File: config.mk
export PLATFORM = sky130hd
export DESIGN_NAME = jk_excitation_driver
export DESIGN_NICKNAME = d
export VERILOG_FILES = /design/src/rtl/jk_excitation_driver.sv
export SDC_FILE = /design/constraint.sdc
export NUM_CORES = 1
export LEC_CHECK = 0
export CAP_MARGIN = 20
export CORE_MARGIN = 10
export CORE_UTILIZATION = 30
export DETAILED_ROUTE_END_ITERATION = 8
export PLACE_DENSITY = 0.57
export SYNTH_ARGS = -nofsm -noshare
export SYNTH_HDL_FRONTEND = slang
export SYNTH_SLANG_ARGS = --single-unit
export TNS_END_PERCENT = 5
File: constraint.sdc
create_clock -name Clk_In -period 1.55 [get_ports Clk_In]
set_clock_uncertainty 0.1 [all_clocks]
set_input_delay 0.155 -clock Clk_In [delete_from_list [all_inputs] [get_ports Clk_In]]
set_output_delay 0.155 -clock Clk_In [all_outputs]
set_load 0.005 [all_outputs]
File: src/rtl/jk_excitation_driver.sv
// ---------------------------------------------------------------------------
// jk_excitation_driver
//
// Purpose:
//   Drives a bank of WIDTH JK flip-flops toward a requested target word.
//   A target is accepted over a valid/ready handshake. The driver computes
//   per-bit J/K excitation against a shadow copy of the bank state and
//   issues it with a one-cycle strobe. It then waits SETTLE_CYCLES cycles,
//   reads back the bank Q outputs, and reports done and mismatch.
//
// Parameters:
//   WIDTH          number of JK flip-flops driven (1..32)
//   SETTLE_CYCLES  idle cycles between drive strobe and readback (0..255)
//
// Ports:
//   Clk_In            system clock, rising edge
//   Reset_In          synchronous active-high reset
//   Target_In         requested bank state
//   Target_Valid_In   Target_In valid
//   Target_Ready_Out  driver can accept a target (high in IDLE)
//   J_Out / K_Out     excitation to the bank, valid with Drive_Strobe_Out
//   Drive_Strobe_Out  one-cycle pulse, bank applies J_Out/K_Out
//   Q_Fb_In           Q readback from the bank
//   Done_Out          one-cycle pulse, operation complete
//   Mismatch_Out      one-cycle pulse with Done_Out when readback != target
//
// Optional feature macro:
//   JK_DRIVER_TOGGLE_EN  when defined, every differing bit is driven with
//                        J=K=1 (toggle) instead of set/clear codes.
//
// Latency (acceptance edge = cycle 0):
//   strobe in cycle 1, done in cycle 2+SETTLE_CYCLES, and ready again in
//   cycle 3+SETTLE_CYCLES.
// ---------------------------------------------------------------------------
module jk_excitation_driver #(
  parameter int unsigned WIDTH         = 8,
  parameter int unsigned SETTLE_CYCLES = 2
) (
  input  logic             Clk_In,
  input  logic             Reset_In,
  input  logic [WIDTH-1:0] Target_In,
  input  logic             Target_Valid_In,
  output logic             Target_Ready_Out,
  output logic [WIDTH-1:0] J_Out,
  output logic [WIDTH-1:0] K_Out,
  output logic             Drive_Strobe_Out,
  input  logic [WIDTH-1:0] Q_Fb_In,
  output logic             Done_Out,
  output logic             Mismatch_Out
);

  // Settle counter: ceil(log2(SETTLE_CYCLES+1)) bits, never narrower than 1.
  localparam int unsigned CNT_W       = (SETTLE_CYCLES == 0) ? 1 : $clog2(SETTLE_CYCLES + 1);
  localparam int unsigned SETTLE_LAST = (SETTLE_CYCLES == 0) ? 0 : SETTLE_CYCLES - 1;
  localparam logic [CNT_W-1:0] CNT_LAST = CNT_W'(SETTLE_LAST);
  localparam logic             NO_SETTLE = (SETTLE_CYCLES == 0);

  typedef enum logic [1:0] {
    ST_IDLE   = 2'd0,
    ST_DRIVE  = 2'd1,
    ST_SETTLE = 2'd2,
    ST_CHECK  = 2'd3
  } state_e;

  state_e           state_q;
  logic [WIDTH-1:0] shadow_q;
  logic [WIDTH-1:0] target_q;
  logic [WIDTH-1:0] j_q;
  logic [WIDTH-1:0] k_q;
  logic             strobe_q;
  logic             done_q;
  logic             mismatch_q;
  logic [CNT_W-1:0] cnt_q;

  logic [WIDTH-1:0] j_d;
  logic [WIDTH-1:0] k_d;
  logic             accept;
  logic             check_en;

  // Handshake and excitation computed from the live target and the shadow.
  always_comb begin
    accept   = Target_Valid_In && (state_q == ST_IDLE);
    check_en = ((state_q == ST_DRIVE) && NO_SETTLE) ||
               ((state_q == ST_SETTLE) && (cnt_q == CNT_LAST));
`ifdef JK_DRIVER_TOGGLE_EN
    j_d = Target_In ^ shadow_q;
    k_d = Target_In ^ shadow_q;
`else
    j_d = Target_In & ~shadow_q;
    k_d = shadow_q & ~Target_In;
`endif
  end

  // Control FSM with registered outputs. Pulses default low every cycle.
  // Readback is sampled on the edge that enters CHECK. As a result, Done and
  // Mismatch are high during CHECK, and the shadow holds the bank's actual
  // state, not the target.
  always_ff @(posedge Clk_In) begin
    if (Reset_In) begin
      state_q    <= ST_IDLE;
      shadow_q   <= '0;
      target_q   <= '0;
      j_q        <= '0;
      k_q        <= '0;
      strobe_q   <= 1'b0;
      done_q     <= 1'b0;
      mismatch_q <= 1'b0;
      cnt_q      <= '0;
    end else begin
      strobe_q   <= 1'b0;
      done_q     <= 1'b0;
      mismatch_q <= 1'b0;
      j_q        <= '0;
      k_q        <= '0;

      if (check_en) begin
        state_q    <= ST_CHECK;
        done_q     <= 1'b1;
        mismatch_q <= (Q_Fb_In != target_q);
        shadow_q   <= Q_Fb_In;
      end else begin
        case (state_q)
          ST_IDLE: begin
            if (accept) begin
              target_q <= Target_In;
              j_q      <= j_d;
              k_q      <= k_d;
              strobe_q <= 1'b1;
              state_q  <= ST_DRIVE;
            end
          end
          ST_DRIVE: begin
            cnt_q   <= '0;
            state_q <= ST_SETTLE;
          end
          ST_SETTLE: begin
            cnt_q <= cnt_q + CNT_W'(1);
          end
          ST_CHECK: begin
            state_q <= ST_IDLE;
          end
          default: begin
            state_q <= ST_IDLE;
          end
        endcase
      end
    end
  end

  assign Target_Ready_Out = (state_q == ST_IDLE);
  assign J_Out            = j_q;
  assign K_Out            = k_q;
  assign Drive_Strobe_Out = strobe_q;
  assign Done_Out         = done_q;
  assign Mismatch_Out     = mismatch_q;

endmodule

==> flow_summary.toml <==
[global_routing]
grt_antenna_before_repair = 0
grt_pass1_wl_mm = 5.181
first_global_vias = 1034
track_usage = 0.07812
gr-total-overflow = 0
grt_max_degree = 18

[logic_synthesis]
async_flop_share = 0
ys_warn_count = 0
synth-seq-cells = 39
synth-main-ff-cell = "dfxtp_1"
synth-edff-count = 0
synth-seq-area-share = 0.5293
synth_top_area_frac = 0.5293
synth.avg_cell_area_um2 = 11.52
syn_area_mm2 = 0.001475
synth_cell_type_count = 25
post-synth-top-count-cell = "dfxtp_1"
synthTopCellsByCount = "dfxtp_1 (39), nor2_1 (19), mux2i_1 (16)"
synthTopCellsByArea = "dfxtp_1 (53%), mux2i_1 (11%), nor3b_2 (8.5%), nor2_1 (4.8%), xor2_1 (4.7%)"
synth.largest_area_cell = "dfxtp_1"
synthCells = 128
synth_nets = 148

[worst_hold_path]
holdPathEnd = "J_Out[6]"
hold_start = "shadow_q[6]"
min_path_cells = 1
hp-class = "flop to flop"

[clock_network]
cts_hold_buf = 0
h-tree-depth = 2
path_clk_slew_ns = 0.07
insertion_delay_ns = 0.28
cts_root_buf = "clkbuf_8"
clockBufferDepth = 2
cts_buffers = 5
cts_setup_buffers = 0
tritoncts = "done"
cts_resized = 5
cts.sinks = 39

[run_status]
status = "complete, no violations"

[worst_setup_path]
worstReg2RegStart = "cnt_q[1]"
critPathSlowestCell = "dfxtp_1"
worstSetupPathType = "flop to flop"
slowest_delay_ns = 0.35
r2r-end = "shadow_q[0]"
worstPathRequired_ns = 1.63
crit_buf_inv = 2
path_cells = "inv_1 > ha_1 > nand3b_1 > buf_12 > mux2i_1 > nor2_1"
critical_path.top_delay_family = "flip-flops"
critical_path_arrival_ns = 1.46
crit_fanout = 8
cp-start-kind = "flop"
rrSetupSlack_ns = 0.17
reg2reg_depth = 6
critPathCaptureType = "flop"

[die]
die_y_um = 90.12
die_w_um = 90.12
pin_count = 39
core_mm2 = 0.004755
initial_core_util = 0.3103
dieArea_mm2 = 0.008122
rows = 25

[final_layout]
area.growth.synth_to_final_pct = 38.93
drive_gt1_frac = 0.1529
nNetsFinal = 189
n_antenna_cell = 0
final_area_mm2 = 0.002049

[drt]
wire_per_inst_um = 12.88
drt-initial-drc-count = 25
antenna_left = 0
wirelength_mm = 3.052
drc_errors = 0
vias = 1027
via_per_inst = 4.333
firstDrtPassIters = 4

[timing]
fmax_mhz = 724.1
maxSlewHeadroom = 0.8069
rsz0062_at_grt = "no"
post-route-period-util = 0.8910
whs_ns = 0.3437
drv_slew = 0
fin_ws_ns = 0.1689
hold_viol_final = 0
fin_crit_ns = 1.381
worst_pin_slew_ns = 0.2874
setup_viol = 0

[run]
maxCapViolCount = 0

[placed_design]
io_buffers = 38
place_congestion = 0.7724
dpl_worst_slack_ns = -0.04839
dp_hpwl_mm = 2.295
place_area_mm2 = 0.001926

[power_and_ir_drop]
ir_drop_v = 0.0003802
power_per_cell_area_mw_per_mm2 = 1066
power_mw = 2.185
leakage_nw = 0.8109
-- layer usage --
| layer | GRT usage | up-vias | part of all wire |
|---|---|---|---|
| li1 | - | 517 | - |
| met4 | 0.02785 | 0 | 0.010 |
| met2 | 0.1247 | 25 | 0.47 |
| met5 | 0 | - | 0 |
| met3 | 0.03408 | 4 | 0.057 |
| met1 | 0.09073 | 481 | 0.46 |
-- per-stage QoR --
stage	utilization	TNS, ns	std cells
global placement	0.4050	0	229
detailed placement	0.4050	-0.1217	229
floorplan	-	0	128
CTS	0.4311	0	237
finish	0.4311	0	237
global route	0.4311	0	237
-- power breakdown --
| part | internal, mW | switching, mW | leakage, nW |
|---|---|---|---|
| logic | 0.147 | 0.104 | 0.432 |
| clock network | 0.521 | 0.340 | 0.0612 |
| registers | 1.04 | 0.0313 | 0.318 |
| total | 1.71 | 0.476 | 0.811 |
-- how the worst max path moves through the flow --
stage	startpoint	to	slack [ns]	cells past startpoint
global route	cnt_q[1]	shadow_q[0]	0.03	6
global placement	Target_Valid_In	target_q[4]	0.01	6
CTS	Mismatch_Out	Mismatch_Out	0.14	1
finish	cnt_q[1]	shadow_q[0]	0.17	6
detailed placement	Target_Valid_In	J_Out[2]	-0.05	5
floorplan	state_q[0]	K_Out[7]	0.15	7
-- final cells by class --
| class | count | area (µm²) |
|---|---|---|
| clock buffers | 6 | 82.58 |
| clock inverters | 2 | 35.03 |
| fillers | 463 | 2705 |
| inverters | 2 | 7.507 |
| multi-input cells | 79 | 620.6 |
| flip-flops and latches | 39 | 785.8 |
| well taps | 67 | 83.83 |
| repair buffers | 42 | 434.2 |
-- sequential cells by signal (all words and copies together), names as in the netlist --
| register | cells |
|---|---|
| cnt_q | 2 |
| target_q | 8 |
| K_Out | 8 |
| Drive_Strobe_Out | 1 |
| shadow_q | 8 |
| Done_Out | 1 |
| Mismatch_Out | 1 |
| state_q | 2 |
| J_Out | 8 |
-- kinds of logic after synthesis --
logic type                 share of synthesized area
buffers and inverters                        0.05174
AOI/OAI and AO/OA                            0.02714
muxes                                         0.1086
DFF                                           0.5293
adders and majority gates                   0.008480
xor gates and xnor gates                     0.05344
and+or+nand+nor                               0.2214
-- placed cells by master (no fill, tap or decap), drive strengths merged --
cell / count
dlygate4sd2: 1
buf: 4
a21boi: 1
o21a: 1
a211oi: 2
nand2: 2
ha: 1
mux2i: 16
nor4: 2
nor3b: 18
clkbuf: 6
xnor2: 1
nor2: 19
dfxtp: 39
nor3: 1
nand2b: 2
nand3b: 1
xor2: 8
a21oi: 2
clkinv: 1
bufinv: 1
inv: 2
nor4b: 2
clkdlybuf4s50: 37
(Power assumes the default switching activity.)
